## src/rtl/jtag_dr_sequencer.sv

```systemverilog
// USER data register sequencer behind the TAP: deserializes TDI bytes into a
// small FIFO toward the solver and serializes a captured result/status word onto TDO.
module jtag_dr_sequencer #(
  parameter int unsigned RESULT_WIDTH = 16,
  parameter int unsigned FIFO_DEPTH   = 4
) (
  input  logic                    tck,
  input  logic                    reset,
  input  logic                    tdi,
  output logic                    tdo,
  input  logic                    ir_is_user,
  input  logic                    capture_dr,
  input  logic                    shift_dr,
  input  logic                    update_dr,
  output logic                    byte_valid,
  output logic [7:0]              byte_data,
  input  logic                    byte_ready,
  input  logic [RESULT_WIDTH-1:0] result_data,
  input  logic                    result_valid,
  output logic                    overflow,
  output logic                    framing_err
);

  localparam int unsigned RW = RESULT_WIDTH + 3;
  localparam int unsigned PW = $clog2(FIFO_DEPTH);
  localparam int unsigned CW = $clog2(FIFO_DEPTH + 1);

  typedef enum logic [1:0] {
    IDLE    = 2'd0,
    CAPTURE = 2'd1,
    SHIFT   = 2'd2,
    UPDATE  = 2'd3
  } state_e;

  state_e state_q, state_d;
  logic   do_capture, do_shift, do_update, do_abort;

  logic [RW-1:0] readout_q, readout_d;
  logic          tdo_q, tdo_d;
  logic [2:0]    cnt_q, cnt_d;
  logic [7:0]    asm_q, asm_d;
  logic          ovf_q, ovf_d;
  logic          fe_q, fe_d;

  logic [7:0]    mem_q [FIFO_DEPTH];
  logic [PW-1:0] wr_ptr_q, wr_ptr_d;
  logic [PW-1:0] rd_ptr_q, rd_ptr_d;
  logic [CW-1:0] count_q, count_d;
  logic          valid_q, valid_d;
  logic [7:0]    data_q, data_d;

  logic          push, push_ok, pop;
  logic [7:0]    push_byte;

  // TAP-phase tracking; strobes are only honoured while USER is selected
  always_comb begin
    state_d    = state_q;
    do_capture = 1'b0;
    do_shift   = 1'b0;
    do_update  = 1'b0;
    do_abort   = 1'b0;
    if (!ir_is_user) begin
      state_d  = IDLE;
      do_abort = 1'b1;
    end else begin
      case (state_q)
        IDLE: begin
          if (capture_dr) begin
            do_capture = 1'b1;
            state_d    = CAPTURE;
          end
        end
        CAPTURE, SHIFT: begin
          if (shift_dr) begin
            do_shift = 1'b1;
            state_d  = SHIFT;
          end else if (update_dr) begin
            do_update = 1'b1;
            state_d   = UPDATE;
          end
        end
        UPDATE: begin
          if (capture_dr) begin
            do_capture = 1'b1;
            state_d    = CAPTURE;
          end else begin
            state_d = IDLE;
          end
        end
        default: state_d = IDLE;
      endcase
    end
  end

  // Shift datapath, sticky flags and FIFO next-state
  always_comb begin
    readout_d = readout_q;
    tdo_d     = tdo_q;
    cnt_d     = cnt_q;
    asm_d     = asm_q;
    ovf_d     = ovf_q;
    fe_d      = fe_q;
    push      = 1'b0;

    if (do_capture) begin
      readout_d = {fe_q, ovf_q, result_valid, result_data};
      cnt_d     = 3'd0;
    end

    if (do_shift) begin
      tdo_d        = readout_q[0];
      readout_d    = {1'b0, readout_q[RW-1:1]};
      asm_d[cnt_q] = tdi;
      cnt_d        = cnt_q + 3'(1);
      push         = (cnt_q == 3'd7);
    end
    push_byte = asm_d;

    if (do_update || do_abort) begin
      if (cnt_q != 3'd0) fe_d = 1'b1;
      cnt_d = 3'd0;
    end

    // A pop in the same cycle frees a slot for a push into a full FIFO
    pop     = valid_q && byte_ready;
    push_ok = push && ((count_q != CW'(FIFO_DEPTH)) || pop);
    if (push && !push_ok) ovf_d = 1'b1;

    wr_ptr_d = push_ok ? wr_ptr_q + PW'(1) : wr_ptr_q;
    rd_ptr_d = pop ? rd_ptr_q + PW'(1) : rd_ptr_q;
    case ({push_ok, pop})
      2'b10:   count_d = count_q + CW'(1);
      2'b01:   count_d = count_q - CW'(1);
      default: count_d = count_q;
    endcase

    valid_d = (count_d != CW'(0));
    data_d  = data_q;
    if (valid_d) begin
      data_d = (push_ok && (wr_ptr_q == rd_ptr_d)) ? push_byte : mem_q[rd_ptr_d];
    end
  end

  always_ff @(posedge tck) begin
    if (reset) begin
      state_q   <= IDLE;
      readout_q <= '0;
      tdo_q     <= 1'b0;
      cnt_q     <= 3'd0;
      asm_q     <= 8'd0;
      ovf_q     <= 1'b0;
      fe_q      <= 1'b0;
      wr_ptr_q  <= '0;
      rd_ptr_q  <= '0;
      count_q   <= '0;
      valid_q   <= 1'b0;
      data_q    <= 8'd0;
    end else begin
      state_q   <= state_d;
      readout_q <= readout_d;
      tdo_q     <= tdo_d;
      cnt_q     <= cnt_d;
      asm_q     <= asm_d;
      ovf_q     <= ovf_d;
      fe_q      <= fe_d;
      wr_ptr_q  <= wr_ptr_d;
      rd_ptr_q  <= rd_ptr_d;
      count_q   <= count_d;
      valid_q   <= valid_d;
      data_q    <= data_d;
    end
  end

  // Storage needs no reset: entries are only read once the count covers them
  always_ff @(posedge tck) begin
    if (!reset && push_ok) mem_q[wr_ptr_q] <= push_byte;
  end

  assign tdo         = tdo_q;
  assign byte_valid  = valid_q;
  assign byte_data   = data_q;
  assign overflow    = ovf_q;
  assign framing_err = fe_q;

endmodule

```

## config.mk

```make
export PLATFORM = sky130hd
export DESIGN_NAME = jtag_dr_sequencer
export DESIGN_NICKNAME = d
export VERILOG_FILES = /design/src/rtl/jtag_dr_sequencer.sv
export SDC_FILE = /design/constraint.sdc
export NUM_CORES = 1
export LEC_CHECK = 0
export BUFFER_PORTS_ARGS = -buffer_cell sky130_fd_sc_hd__buf_2
export CAP_MARGIN = 10
export CORE_ASPECT_RATIO = 2
export CORE_MARGIN = 2
export CORE_UTILIZATION = 55
export CTS_CLUSTER_SIZE = 30
export DETAILED_ROUTE_END_ITERATION = 16
export PLACE_DENSITY = 0.75
export SLEW_MARGIN = 10
export SYNTH_ARGS = -nofsm -noshare
export SYNTH_HDL_FRONTEND = slang
export SYNTH_SLANG_ARGS = --single-unit
```

## constraint.sdc

```tcl
create_clock -name tck -period 3.8 [get_ports tck]
set_clock_uncertainty 0.05 [all_clocks]
set_input_delay 0.38 -clock tck [delete_from_list [all_inputs] [get_ports tck]]
set_output_delay 0.38 -clock tck [all_outputs]
set_load 0.01 [all_outputs]
```

==> metrics.txt, run 1 <==
Routed Antenna Nets 0; Layout Nets 408; Netlist cell types 43; placed instance area 4046 um^2; FF+latch area approximately 2000 um^2; antenna cells 0; PortBufs 36; Chip Height 122.0 um; Yosys reg bits between 80 and 90; CP max stage cell dfxtp_1; clk sink count a little over 80; H-Tree Level Count 3; FP Rows 43; mapped cell area 3831 um^2; Flop pwr share 51.0%; Primary FF master, synth dfxtp_1; total CTS buffers 9; routed vias/inst roughly 5.6; critical-path cell list ha_1, ha_1, nand4_1, nor2_1, inv_1, ha_1, fa_1, xnor2_1, nor2_1, xnor2_1, and3b_2, a22o_1; footprint of the multi-input gates approximately 1700 um^2; Final Max Slew Viols 0; post-route cell area 4325 um^2; Place WS 0.7646 ns; Worst Slack Setup Final about 0.71 ns; FF-to-FF setup slack 0.71 ns; sequential share of the synthesized area 51.73%; Util after Layout 63.30%; Die Area 7690 um^2; Net Count, Synth between 300 and 400; Core ar. around 7000 um^2; Yosys Warn Count 0; Longest Clk Path Bufs 2; Tcrit/Tclk final 81.19%; Largest stage delay, worst path 0.48 ns; Initial DRC Count 107; Clock power frac between 40% and 50%; Pre-antenna DRT Iters 4; GPL Wtd Cong slightly below 0.8; Worst Max-Slew Pin Slew around 0.8 ns; DRT Wirelength 7553 um; worst vdd ir 463.1 uV; Max-Cap Viols 0; crit path launch type flip-flop; status completed; PwrDens 429.6 nW/um^2; grt total ovfl 0; Net Sw Power 0.3740 mW; WP data arrival 3.31 ns; critical path class reg2reg; final hold vios 0; antenna violations before repair 0; fill cell count 555; final worst path period need 3.085 ns; share of layout cells above drive strength 1 17.55%; Layout area overhead 12.90%; RSZ-0062 raised after global routing false; vias in the first global route 2601; CTS tree built; Clock Tree Root clkbuf_16; Post-DP HPWL between 4000 and 5000 um; Slew headroom a little under half; FF-to-FF path depth 12; Avg Cell Area, Syn about 11 um^2; Pleak 1.822 nW; Worst Setup EP byte_data[1]; post-CTS setup buffers 0; TNS Setup 0 ns; synthesized instance count 339; Post-synth EDFFs 32; vias post-DR 2615; maximum clock frequency 0.3241 GHz; CP startpoint cnt_q[0]; # DRC 0; die width roughly 63 um; gr usage total 21.29%; CP Max Fanout 9; endpoints failing setup 0; Sw Share 20.12%; first-pass GRT wire length 12480 um; FF-to-FF End byte_data[1]; Async S/R FF share, synth 0%; Hold Slack 0.3410 ns; CTS Hold Bufs 0; P_int 1.484 mW; Crit path required time 4.02 ns; # resized after CTS 0; Clock Latency Late Sink roughly 0.33 ns; Hold Crit Class in2reg; Crit. End Element flip-flop; Ports 37; largest net degree at the start of global routing 44; Initial Util a little under three fifths; Critical R2R Launch cnt_q[0]; CTS clk-pin slew, worst paths ~0.06 ns; combinational power share 5.0%; routed len/inst 16.21 um; most numerous cell on the critical path ha_1
## layout make-up
| class | count | area share [%] |
|---|---|---|
| repair buffers | 39 | 4.686 |
| inverters | 16 | 1.388 |
| flip-flops and latches | 83 | 45.82 |
| multi-input cells | 222 | 39.05 |
| clock inverters | 3 | 0.8967 |
| well taps | 90 | 2.603 |
| clock buffers | 13 | 5.554 |
## sequential cells by signal, summed over array words and instances (netlist names), 2 cells and up
name	cells
mem_q	32
cnt_q	3
count_q	3
wr_ptr_q	2
rd_ptr_q	2
readout_q	19
state_q	2
byte_data	8
asm_q	8
## cells in the mapped netlist, types with 5 or more instances
master    instances  share of area [%]
inv_1            16                1.6
nor2_1           47                4.6
edfxtp_1         32                 25
ha_1             11                3.6
mux2i_1          53                 14
clkbuf_1          9               0.88
and2_1            5               0.82
mux2_2            8                2.4
o21ai_0           8                1.0
a22o_1            8                1.8
nand2b_1          5               0.82
dfxtp_1          51                 27
a22oi_1          10                2.0
nor3_1            5               0.65
nand2_1           5               0.49
a21oi_1           5               0.65
a211oi_1         19                3.7
## power groups by stage
stage | sequential [mW] | clock [mW] | combinational, mW
after floorplan | 0.963 | 0 | 0.0678
after global placement | 0.964 | 0 | 0.0881
after detailed placement | 0.966 | 0 | 0.0930
after CTS | 0.947 | 0.831 | 0.0950
after global routing | 0.948 | 0.861 | 0.106
final | 0.947 | 0.818 | 0.0937
## cells by family (layout without fill, tap and decap cells)
group | after synthesis | count (layout) | synth area share (%)
and+or+nand+nor | 84 | 84 | 10.42
xor gates and xnor gates | 6 | 6 | 1.568
DFF | 83 | 83 | 51.73
AOI/OAI and AO/OA | 59 | 59 | 11.79
muxes | 61 | 61 | 16.20
adders and majority gates | 12 | 12 | 4.115
buffers and inverters | 34 | 71 | 4.180
## metrics by stage
step                      total power, mW  instances
after floorplan                     1.030        339
after global placement              1.052        450
after detailed placement            1.059        450
after CTS                           1.873        466
after global routing                1.916        466
final                               1.858        466
## metal layers
layer,global-route usage [%],share of wire (%),vias up
met5,0,0,-
met4,10.28,2.3,0
met3,4.432,3.7,12
met2,36.10,51,44
met1,25.53,43,1274
li1,-,-,1285
## worst max-delay path, delay by kind of cell, from the launching register on
kind / cells / cell delay, ns
compound gates: 1 / 0.17
xor+xnor: 2 / 0.44
fa+ha+maj: 4 / 1.00
buf+inv: 1 / 0.07
flops: 1 / 0.48
simple gates: 4 / 0.82
## worst min-delay path by stage
stage	startpoint	end	slack (ns)	depth (start not counted)
after CTS	result_valid	readout_q[16]	0.34	3
after global routing	result_data[4]	readout_q[4]	0.36	3
after floorplan	readout_q[0]	tdo	0.38	2
final	result_data[11]	readout_q[11]	0.34	3
after global placement	readout_q[0]	tdo	0.40	2
after detailed placement	readout_q[0]	tdo	0.40	2
## layout by cell type (no fill, tap or decap), types with 2 or more instances in the layout
| cell | n |
|---|---|
| nor3_1 | 5 |
| clkbuf_16 | 9 |
| nand2_1 | 5 |
| mux2i_1 | 53 |
| nor2_1 | 47 |
| buf_2 | 36 |
| a21oi_1 | 5 |
| nor4_1 | 2 |
| inv_1 | 16 |
| a211oi_1 | 19 |
| a22oi_1 | 10 |
| nand4_1 | 2 |
| dfxtp_1 | 51 |
| nand3b_1 | 3 |
| nor2b_1 | 2 |
| a22o_1 | 8 |
| o211a_1 | 2 |
| ha_1 | 11 |
| clkbuf_1 | 4 |
| o21ai_0 | 8 |
| buf_4 | 3 |
| nand2b_1 | 5 |
| xnor2_1 | 4 |
| and2_1 | 5 |
| nand3_1 | 2 |
| mux2_2 | 8 |
| and3_1 | 3 |
| edfxtp_1 | 32 |
Power figures use the tool's default switching activity.
==> run 2: changes to the inputs <==
- clock period: 3.8 -> 3.05 ns (I/O delays scaled with it)
==> run 2 against run 1 <==
Total power increased by 30%. Die area unchanged. Worst hold slack got worse by 0.085 ns. Sequential share of layout area decreased by 0.97 points. Via count increased by 1.6%. Sequential power increased by 25%. Non-clock buffer count increased by 3. Utilization increased by 1.4 points. Global-route usage increased by 0.66 points. Critical path depth decreased by 1. Wire length increased by 3.3%. Flip-flop and latch count unchanged.
==> metrics.txt, run 2 (same netlist as run 1, synthesis figures left out) <==
status completed; Crit path required time 3.23 ns; Chip Height 122.0 um; die width ~63 um; CP Max Fanout 8; biggest regs mem_q: 32 flops, readout_q: 19 flops; Die Area roughly 7700 um^2; Worst Slack Setup Final 0.1735 ns; TNS Setup 0 ns; crit path launch type flip-flop; maximum clock frequency 0.3477 GHz; Longest Clk Path Bufs 2; grt total ovfl 0; fill cell count 567; critical path class reg2reg; Routed Antenna Nets 0; final hold vios 0; # DRC 0; Clock Latency Late Sink between 0.3 and 0.4 ns; Most flops, register mem_q; Clock Tree Root clkbuf_16; Pleak between 1.5 and 2 nW; endpoints failing setup 0; CTS tree built; largest net degree at the start of global routing 42; Slew headroom 37.38%; Layout Nets 411; antenna cells 0; PwrDens 547.6 nW/um^2; GPL Wtd Cong 0.7777; WP data arrival 3.05 ns; H-Tree Level Count 3; Final Max Slew Viols 0; CTS clk-pin slew, worst paths 0.06 ns; clk sink count between 80 and 90; Place WS between 0.06 and 0.07 ns; Worst Max-Slew Pin Slew 0.9393 ns; PortBufs 36; vias in the first global route 2690; routed vias/inst roughly 5.7; antenna violations before repair 0; vias post-DR 2658; final worst path period need 2.876 ns; gr usage total 21.95%; most frequent cells in the layout mux2i_1, dfxtp_1, nor2_1, buf_2, edfxtp_1; Initial Util 56.07%; most common cell after layout, fill and taps aside mux2i_1; Ports 37; RSZ-0062 raised after global routing false; Tcrit/Tclk final 94.31%; Tot Pwr 2.423 mW; Core ar. 6833 um^2; share of layout cells above drive strength 1 a little over a fifth; Max-Cap Viols 0; total CTS buffers 9; Post-DP HPWL 5244 um; worst vdd ir 403.2 uV; routed len/inst 16.64 um; Pre-antenna DRT Iters 4; DRT Wirelength 7805 um; Initial DRC Count approximately 150; Hold Crit Class in2reg; Layout area overhead 15.48%; CTS Hold Bufs 0; first-pass GRT wire length 12920 um; max FFs per register 32; Crit. End Element flip-flop; FP Rows 43
## run 2: cell types whose count changed in the layout (fill, tap and decap cells not counted), sizes merged
| cell | delta |
|---|---|
| bufinv | +1 |
| clkbuf | -2 |
| clkinvlp | +1 |
| buf | +3 |
## run 2: timing repair
item / CTS / global route
resized for setup: 0 / 10
setup endpoints to repair: 0 / 9
buffers inserted: 0 / 1
## run 2: final timing paths
| kind | from | endpoint | slack, ns | cells after the start |
|---|---|---|---|---|
| worst max-delay path | state_q[1] | byte_data[4] | 0.17 | 11 |
| worst min-delay path | result_data[5] | readout_q[5] | 0.26 | 3 |
| worst max register to register | state_q[1] | byte_data[4] | 0.17 | 11 |
| worst min register to register | readout_q[0] | tdo | 0.41 | 2 |
## run 2: per-stage QoR
stage	std cells	hold WS (ns)	utilization [%]	instance area, um^2
floorplan	339	0.3607	-	3831
global placement	452	0.4062	59.44	4061
detailed placement	452	0.3971	59.44	4061
CTS	468	0.2557	63.98	4372
global route	469	0.2750	64.75	4424
finish	469	0.2564	64.75	4424
## run 2: per-layer routing
layer  GRT usage (%)  vias to the layer above  part of all wire (%)
met4           10.28                        0                   2.0
met3           4.617                       13                   3.9
met2           37.43                       59                    52
met1           26.23                     1292                    42
met5               0                        -                     0
li1                -                     1294                     -
## run 2: critical path: stages, from the launching register on
cell     delay, ns
dfxtp_1       0.35
inv_1         0.09
ha_4          0.31
nand4_1       0.14
nor2_2        0.14
inv_1         0.05
ha_1          0.26
fa_2          0.57
nor2_1        0.05
a22o_2        0.24
and3b_2       0.26
a22o_1        0.25
## run 2: layout make-up
cell class	count	area, um^2	share of cell area, %
Sequential cell	83	1984	44.85
Multi-Input combinational cell	222	1732	39.14
Clock buffer	11	232.7	5.260
Timing Repair Buffer	42	225.2	5.091
Tap cell	90	112.6	2.545
Clock inverter	5	77.57	1.753
Inverter	16	60.06	1.357
## run 2: power breakdown
part / internal, mW / total (mW) / switching (mW) / leakage [nW]
Sequential: 1.17 / 1.18 / 0.0123 / 0.685
Clock: 0.714 / 1.12 / 0.410 / 0.150
Combinational: 0.0546 / 0.120 / 0.0652 / 1.02
